### src/rtl/sdram_bus_pkg.sv
// Shared geometry, FSM state type and beat-selection helper for the wide SDRAM responder.
package sdram_bus_pkg;

    localparam int BEATS      = 8;
    localparam int ADDR_W     = 22;
    localparam int AVM_ADDR_W = 25;
    localparam int WORD_W     = 128;
    localparam int BEAT_W     = 16;
    localparam int BE_W       = WORD_W / 8;
    localparam int BEAT_BE_W  = BEAT_W / 8;
    localparam int IDX_W      = $clog2(BEATS);
    // One extra bit so a beat index can also express "past the last beat".
    localparam int CNT_W      = IDX_W + 1;

    typedef logic [WORD_W-1:0] word_t;

    typedef enum logic [2:0] {
        ST_IDLE,
        ST_WR_BEAT,
        ST_RD_ISSUE,
        ST_RD_DRAIN,
        ST_ACK
    } state_e;

    // Lowest beat index >= start with any byte lane enabled; BEATS when none remain.
    function automatic logic [CNT_W-1:0] next_beat(input logic [BE_W-1:0]  be,
                                                   input logic [CNT_W-1:0] start);
        logic [CNT_W-1:0] res;
        res = CNT_W'(BEATS);
        for (int i = BEATS - 1; i >= 0; i--) begin
            if (CNT_W'(i) >= start && be[i*BEAT_BE_W +: BEAT_BE_W] != '0) begin
                res = CNT_W'(i);
            end
        end
        return res;
    endfunction

endpackage

### src/rtl/sdram_beat_assembler.sv
// Collects in-order 16-bit read beats into a 128-bit word; publishes the word
// and a done pulse when the final beat of the word arrives.
module sdram_beat_assembler
    import sdram_bus_pkg::*;
(
    input  logic              clk,
    input  logic              reset_n,
    input  logic              beat_valid_i,
    input  logic [BEAT_W-1:0] beat_data_i,
    output logic              done_o,
    output logic [WORD_W-1:0] word_o
);

    logic [IDX_W-1:0] ret_cnt_q;
    word_t            buf_q;
    word_t            buf_d;
    word_t            word_q;

    assign done_o = beat_valid_i && (ret_cnt_q == IDX_W'(BEATS - 1));
    assign word_o = word_q;

    // Place the incoming beat into its lane of the partially built word.
    always_comb begin
        buf_d = buf_q;
        buf_d[ret_cnt_q*BEAT_W +: BEAT_W] = beat_data_i;
    end

    // Count returns and publish the whole word only once it is complete.
    always_ff @(posedge clk or negedge reset_n) begin
        if (!reset_n) begin
            ret_cnt_q <= '0;
            buf_q     <= '0;
            word_q    <= '0;
        end else if (beat_valid_i) begin
            buf_q     <= buf_d;
            ret_cnt_q <= done_o ? '0 : ret_cnt_q + IDX_W'(1);
            if (done_o) begin
                word_q <= buf_d;
            end
        end
    end

endmodule

### src/rtl/sdram_wide_responder.sv
// Responder for the 128-bit SDRAM request bus: splits each word access into
// 16-bit Avalon-MM beats and returns a one-cycle acknowledge.
//
// state       | meaning
// ------------+------------------------------------------------------------
// ST_IDLE     | sample and latch request; write has priority over read
// ST_WR_BEAT  | drive one enabled write beat until accepted, skip empty beats
// ST_RD_ISSUE | issue read beats 0..7, throttled by the pending limit
// ST_RD_DRAIN | all reads issued, wait for the remaining returns
// ST_ACK      | ar_ac high for this single cycle
module sdram_wide_responder
    import sdram_bus_pkg::*;
#(
    parameter int MAX_PENDING = 8
) (
    input  logic                  clk,
    input  logic                  reset_n,
    input  logic [ADDR_W-1:0]     ar_addr,
    input  logic [BE_W-1:0]       ar_be,
    input  logic                  ar_read,
    input  logic                  ar_write,
    input  logic [WORD_W-1:0]     ar_wrdata,
    output logic                  ar_ac,
    output logic [WORD_W-1:0]     ar_rddata,
    output logic [AVM_ADDR_W-1:0] avm_address,
    output logic                  avm_read,
    output logic                  avm_write,
    output logic [BEAT_W-1:0]     avm_writedata,
    output logic [BEAT_BE_W-1:0]  avm_byteenable,
    input  logic                  avm_waitrequest,
    input  logic [BEAT_W-1:0]     avm_readdata,
    input  logic                  avm_readdatavalid
);

    localparam logic [CNT_W-1:0] NO_BEAT  = CNT_W'(BEATS);
    localparam logic [CNT_W-1:0] PEND_MAX = CNT_W'(MAX_PENDING);

    state_e                  state_q;
    logic [ADDR_W-1:0]       addr_q;
    logic [BE_W-1:0]         be_q;
    word_t                   wrdata_q;
    logic [CNT_W-1:0]        beat_q;
    logic [CNT_W-1:0]        pending_q;
    logic                    ar_ac_q;
    logic [AVM_ADDR_W-1:0]   avm_address_q;
    logic                    avm_read_q;
    logic                    avm_write_q;
    logic [BEAT_W-1:0]       avm_writedata_q;
    logic [BEAT_BE_W-1:0]    avm_byteenable_q;

    logic                    rd_phase;
    logic                    beat_ret;
    logic                    rd_fire;
    logic [CNT_W-1:0]        first_beat_d;
    logic [CNT_W-1:0]        cont_beat_d;
    logic [CNT_W-1:0]        issued_d;
    logic [CNT_W-1:0]        pending_d;
    logic                    asm_done;

    // Returns outside a read (e.g. left over from before a reset) never reach the assembler.
    assign rd_phase     = (state_q == ST_RD_ISSUE) || (state_q == ST_RD_DRAIN);
    assign beat_ret     = rd_phase && avm_readdatavalid;
    assign rd_fire      = avm_read_q && !avm_waitrequest;
    assign first_beat_d = next_beat(ar_be, '0);
    assign cont_beat_d  = next_beat(be_q, beat_q + CNT_W'(1));
    assign issued_d     = beat_q + CNT_W'(rd_fire);
    assign pending_d    = pending_q + CNT_W'(rd_fire) - CNT_W'(beat_ret);

    sdram_beat_assembler u_asm (
        .clk          (clk),
        .reset_n      (reset_n),
        .beat_valid_i (beat_ret),
        .beat_data_i  (avm_readdata),
        .done_o       (asm_done),
        .word_o       (ar_rddata)
    );

    // Request sequencing with all Avalon command outputs and ar_ac registered.
    always_ff @(posedge clk or negedge reset_n) begin
        if (!reset_n) begin
            state_q          <= ST_IDLE;
            addr_q           <= '0;
            be_q             <= '0;
            wrdata_q         <= '0;
            beat_q           <= '0;
            pending_q        <= '0;
            ar_ac_q          <= 1'b0;
            avm_address_q    <= '0;
            avm_read_q       <= 1'b0;
            avm_write_q      <= 1'b0;
            avm_writedata_q  <= '0;
            avm_byteenable_q <= '0;
        end else begin
            ar_ac_q <= 1'b0;
            case (state_q)
                ST_IDLE: begin
                    addr_q   <= ar_addr;
                    be_q     <= ar_be;
                    wrdata_q <= ar_wrdata;
                    beat_q   <= '0;
                    if (ar_write) begin
                        if (first_beat_d == NO_BEAT) begin
                            state_q <= ST_ACK;
                            ar_ac_q <= 1'b1;
                        end else begin
                            state_q          <= ST_WR_BEAT;
                            beat_q           <= first_beat_d;
                            avm_write_q      <= 1'b1;
                            avm_address_q    <= {ar_addr, first_beat_d[IDX_W-1:0]};
                            avm_writedata_q  <= ar_wrdata[first_beat_d[IDX_W-1:0]*BEAT_W +: BEAT_W];
                            avm_byteenable_q <= ar_be[first_beat_d[IDX_W-1:0]*BEAT_BE_W +: BEAT_BE_W];
                        end
                    end else if (ar_read) begin
                        state_q          <= ST_RD_ISSUE;
                        avm_read_q       <= 1'b1;
                        avm_address_q    <= {ar_addr, IDX_W'(0)};
                        avm_byteenable_q <= '1;
                    end
                end
                ST_WR_BEAT: begin
                    if (!avm_waitrequest) begin
                        if (cont_beat_d == NO_BEAT) begin
                            avm_write_q <= 1'b0;
                            state_q     <= ST_ACK;
                            ar_ac_q     <= 1'b1;
                        end else begin
                            beat_q           <= cont_beat_d;
                            avm_address_q    <= {addr_q, cont_beat_d[IDX_W-1:0]};
                            avm_writedata_q  <= wrdata_q[cont_beat_d[IDX_W-1:0]*BEAT_W +: BEAT_W];
                            avm_byteenable_q <= be_q[cont_beat_d[IDX_W-1:0]*BEAT_BE_W +: BEAT_BE_W];
                        end
                    end
                end
                ST_RD_ISSUE: begin
                    pending_q <= pending_d;
                    beat_q    <= issued_d;
                    if (rd_fire) begin
                        avm_address_q <= {addr_q, issued_d[IDX_W-1:0]};
                    end
                    if (issued_d == NO_BEAT) begin
                        avm_read_q <= 1'b0;
                        state_q    <= ST_RD_DRAIN;
                    end else begin
                        // Present the next read only if it cannot push pending past the limit.
                        avm_read_q <= (pending_d < PEND_MAX);
                    end
                end
                ST_RD_DRAIN: begin
                    pending_q <= pending_d;
                    if (asm_done) begin
                        state_q <= ST_ACK;
                        ar_ac_q <= 1'b1;
                    end
                end
                ST_ACK: begin
                    state_q <= ST_IDLE;
                end
                default: begin
                    state_q <= ST_IDLE;
                end
            endcase
        end
    end

    assign ar_ac          = ar_ac_q;
    assign avm_address    = avm_address_q;
    assign avm_read       = avm_read_q;
    assign avm_write      = avm_write_q;
    assign avm_writedata  = avm_writedata_q;
    assign avm_byteenable = avm_byteenable_q;

endmodule

### config.mk
export PLATFORM = sky130hd
export DESIGN_NAME = sdram_wide_responder
export DESIGN_NICKNAME = d
export VERILOG_FILES = /design/src/rtl/sdram_bus_pkg.sv /design/src/rtl/sdram_beat_assembler.sv /design/src/rtl/sdram_wide_responder.sv
export SDC_FILE = /design/constraint.sdc
export NUM_CORES = 1
export LEC_CHECK = 0
export CAP_MARGIN = 20
export CELL_PAD_IN_SITES_DETAIL_PLACEMENT = 0
export CELL_PAD_IN_SITES_GLOBAL_PLACEMENT = 1
export CORE_UTILIZATION = 45
export DETAILED_ROUTE_END_ITERATION = 8
export PLACE_DENSITY_LB_ADDON = 0.1
export SLEW_MARGIN = 5
export SYNTH_ARGS = -nofsm -noshare
export SYNTH_HDL_FRONTEND = slang
export SYNTH_HIERARCHICAL = 1
export SYNTH_SLANG_ARGS = --single-unit
### constraint.sdc
create_clock -name clk -period 7.42 [get_ports clk]
set_input_delay 1.484 -clock clk [delete_from_list [all_inputs] [get_ports clk]]
set_output_delay 1.484 -clock clk [all_outputs]
set_load 0.05 [all_outputs]
==> key figures <==
Worst setup path
  – Max stage delay on crit path: between 0.6 and 0.7 ns
  – Worst reg2reg setup slack: 3.39 ns
  – WP data arrival: 4.50 ns
  – Setup Crit Path Kind: flip-flop to flip-flop
  – Crit. End Element: flip-flop
  – Startpoint type of the worst setup path: flip-flop
  – Worst path cell trace: ha_1 -> xnor2_1 -> nor3_1 -> o31ai_1 -> a211o_2 -> buf_4 -> mux2i_1 -> o22ai_1 -> o41ai_1 -> o21ai_1
  – Critical-path cell with the highest stage delay: a211o_2
  – Buf/Inv on CP: 1
  – CP required: 7.89 ns
  – CP Max Fanout: 43
  – Crit-path leading delay family: compound AO/OA/AOI/OAI gates

Pwr
  – Internal power: ~7.7 mW
  – Clk network pwr share: 0.182
  – Leak: between 10 and 15 nW
  – Seq pwr share: 0.323
  – Peak VDD IR: 0.000457 V
  – Sw power: roughly 6.3 mW
  – Switching share of power: 0.449
  – Tot Pwr: 14.0 mW
  – Comb power frac: 0.495
  – Pwr dens: 486 mW/mm2

GRT
  – Global Route Usage Sum: 0.272
  – Total global routing overflow: 0
  – Global-route wire length before repair: 111000 um
  – Pin count of the biggest net entering global routing: between 150 and 200
  – Antenna violations before repair: 6
  – Vias in the first global route: 18.6k

STA
  – Relative max-transition margin: 0.227
  – Worst hold margin: ~0.47 ns
  – Period minus WS final: 4.03 ns
  – Setup violators final: 0
  – Slew Limit Fails: 0
  – RSZ-0062 raised after global routing: false
  – Worst Skew: 0.0190 ns
  – Worst-margin pin slew: 1.16 ns
  – Fin. Hold Viols: 0
  – Worst Slack Setup Final: 3.39 ns
  – Period utilisation layout: 0.543
  – Fmax: 0.248 GHz
  – Setup tns final: 0 ns

Floorplan
  – Die width: 229 um
  – Die height: 229 um
  – Core area: 0.0505 mm2
  – I/O Pins: 362
  – Num rows: 82
  – Starting density of the core: 0.460
  – Die area: 0.0525 mm2

Placement
  – Buffers on Ports: 361
  – Hpwl dp: approximately 47000 um
  – Dpl cells: 3006
  – Pre-CTS WS: 2.72 ns
  – Area after DPL: 0.0271 mm2
  – Gpl congestion: between 0.8 and 0.9

Clocking
  – Clock sink count: 482
  – CTS Hold Bufs: 0
  – Number of buffers created by CTS: 53
  – Clk pin slew, worst setup/hold paths: 0.06 ns
  – CTS tree: yes
  – Setup bufs post-CTS: 0
  – Worst-Skew Late Latency: 0.61 ns
  – Post_cts resized: 0
  – # H-tree levels: 2
  – Maximum root-to-sink buffer count: 3
  – Clk root buf: clkbuf_16

Finish
  – Layout fillers: 4377
  – Area grow syn2layout: 24.4%
  – Layout cells sized above 1: 0.140
  – Fin cells: 3106
  – Most frequent cells in the layout: dfrtp_1, clkdlybuf4s50_1, nand2_1
  – Most common cell after layout, fill and taps aside: dfrtp_1
  – Fin area: ~0.029 mm2
  – Final Core Density: 0.572
  – Final nets: ~2.6k

Yosys
  – Yosys warns: 6
  – Post-synthesis async set-or-reset flop share: 1.00
  – Sequential share of the synthesized area: 0.520
  – Post-Syn Nets: 2340
  – Post-synthesis average cell area: 10.9 um2
  – Top-area cell type share of the netlist area: 0.520
  – EDFF count, synth: 0
  – Netlist area before placement: 0.0232 mm2
  – Post-synth top area cell: dfrtp_1
  – Synth Instances: approximately 2.1k
  – Synthesis-stage register bit count: 482
  – Synth area leaders: dfrtp_1, mux2_2, nand2_1
  – Ys flop type: dfrtp_1
  – Count of cell types in the netlist: 81

Routing
  – Via density: 5.79
  – Final WL: around 71000 um
  – Avg WL per Cell: 23.0 um
  – First-pass DRT Iterations: 5
  – Residual DRC: 0
  – Routed vias: roughly 18k
  – DRT iter0 DRCs: 1577
  – Detail Route Antenna Nets: 0

Job
  – Max_cap viols: 0

Hold path
  – Worst Hold Class: flip-flop to flip-flop

Status
  – Status: completed
-- cell usage after synthesis, types with 7 or more instances --
library cell / number
dfrtp_1: 482
nand2_1: 255
mux2_2: 176
nor2_1: 143
o21ai_0: 131
a21oi_1: 124
clkbuf_1: 112
o31ai_1: 66
a221o_1: 64
mux2i_1: 48
nor3_1: 43
buf_2: 42
mux2_1: 42
inv_1: 36
and2_1: 32
o211ai_1: 31
mux4_2: 30
a31oi_1: 28
nand2b_1: 23
a221oi_1: 20
nor2b_1: 19
ha_1: 17
nand3_1: 13
buf_1: 12
buf_4: 12
nor4_1: 11
a41oi_1: 10
o21ai_1: 10
or4_1: 7
-- state kept, by name (all words and copies together) (netlist names), 2 cells and up --
register         count
addr_q              22
avm_address         25
avm_byteenable       2
avm_writedata       16
be_q                16
beat_q               4
pending_q            4
state_q              3
u_asm/buf_q        128
u_asm/ret_cnt_q      3
u_asm/word_o       128
wrdata_q           128
-- metal layers --
layer	wire length [um]	global-route usage	vias to the layer above
li1	-	-	8234
met4	2860	0.108	4
met2	34200	0.443	562
met1	30500	0.364	9038
met5	23	0	-
met3	3810	0.0458	158
-- final cells by class --
class                   count  area (um2)  area share
clock buffers              79        1540      0.0535
inverters                  37         139     0.00481
repair buffers            386        3890       0.135
diodes                      5        12.5    0.000434
flip-flops and latches    482       12100       0.418
clock inverters            13         116     0.00403
well taps                 672         841      0.0291
multi-input cells        1432       10300       0.355
-- worst min-delay path, cell delays in order (launching register included) --
cell	delay [ns]
dfrtp_1	0.34
nand2_1	0.05
nand2_1	0.05
-- power by group through the flow --
stage	Clock, mW	Combinational [mW]	Sequential (mW)
3_5_place_dp	0	6.91	4.55
6_report	2.56	6.94	4.53
2_1_floorplan	0	3.55	5.73
5_1_grt	2.73	7.47	4.67
3_3_place_gp	0	6.82	4.52
4_1_cts	2.62	6.94	4.52
-- path summary, 6_finish.rpt --
check | start | endpoint | cells after the start
worst max-delay path | beat_q[0]$_DFFE_PN0P_ | avm_writedata[8]$_DFFE_PN0P_ | 10
min in group asynchronous | reset_n | avm_address[3]$_DFFE_PN0P_ | 1
worst max register to register | beat_q[0]$_DFFE_PN0P_ | avm_writedata[8]$_DFFE_PN0P_ | 10
worst min register to register | avm_write$_DFFE_PN0P_ | avm_write$_DFFE_PN0P_ | 2
max in group asynchronous | reset_n | u_asm/buf_q[22]$_DFFE_PN0P_ | 2
worst min-delay path | avm_write$_DFFE_PN0P_ | avm_write$_DFFE_PN0P_ | 2
-- logic make-up (layout without fill, tap and decap cells) --
family | count (synthesis) | in the layout | synth area share
flip-flops | 482 | 482 | 0.520
multiplexers | 298 | 298 | 0.158
XOR/XNOR | 9 | 9 | 0.00372
adder cells (fa/ha/maj) | 18 | 18 | 0.0100
buffers and inverters | 220 | 515 | 0.0409
other | 0 | 5 | 0
AO/OA/AOI/OAI | 526 | 526 | 0.152
AND/OR/NAND/NOR | 581 | 581 | 0.115
Power figures use the tool's default switching activity.
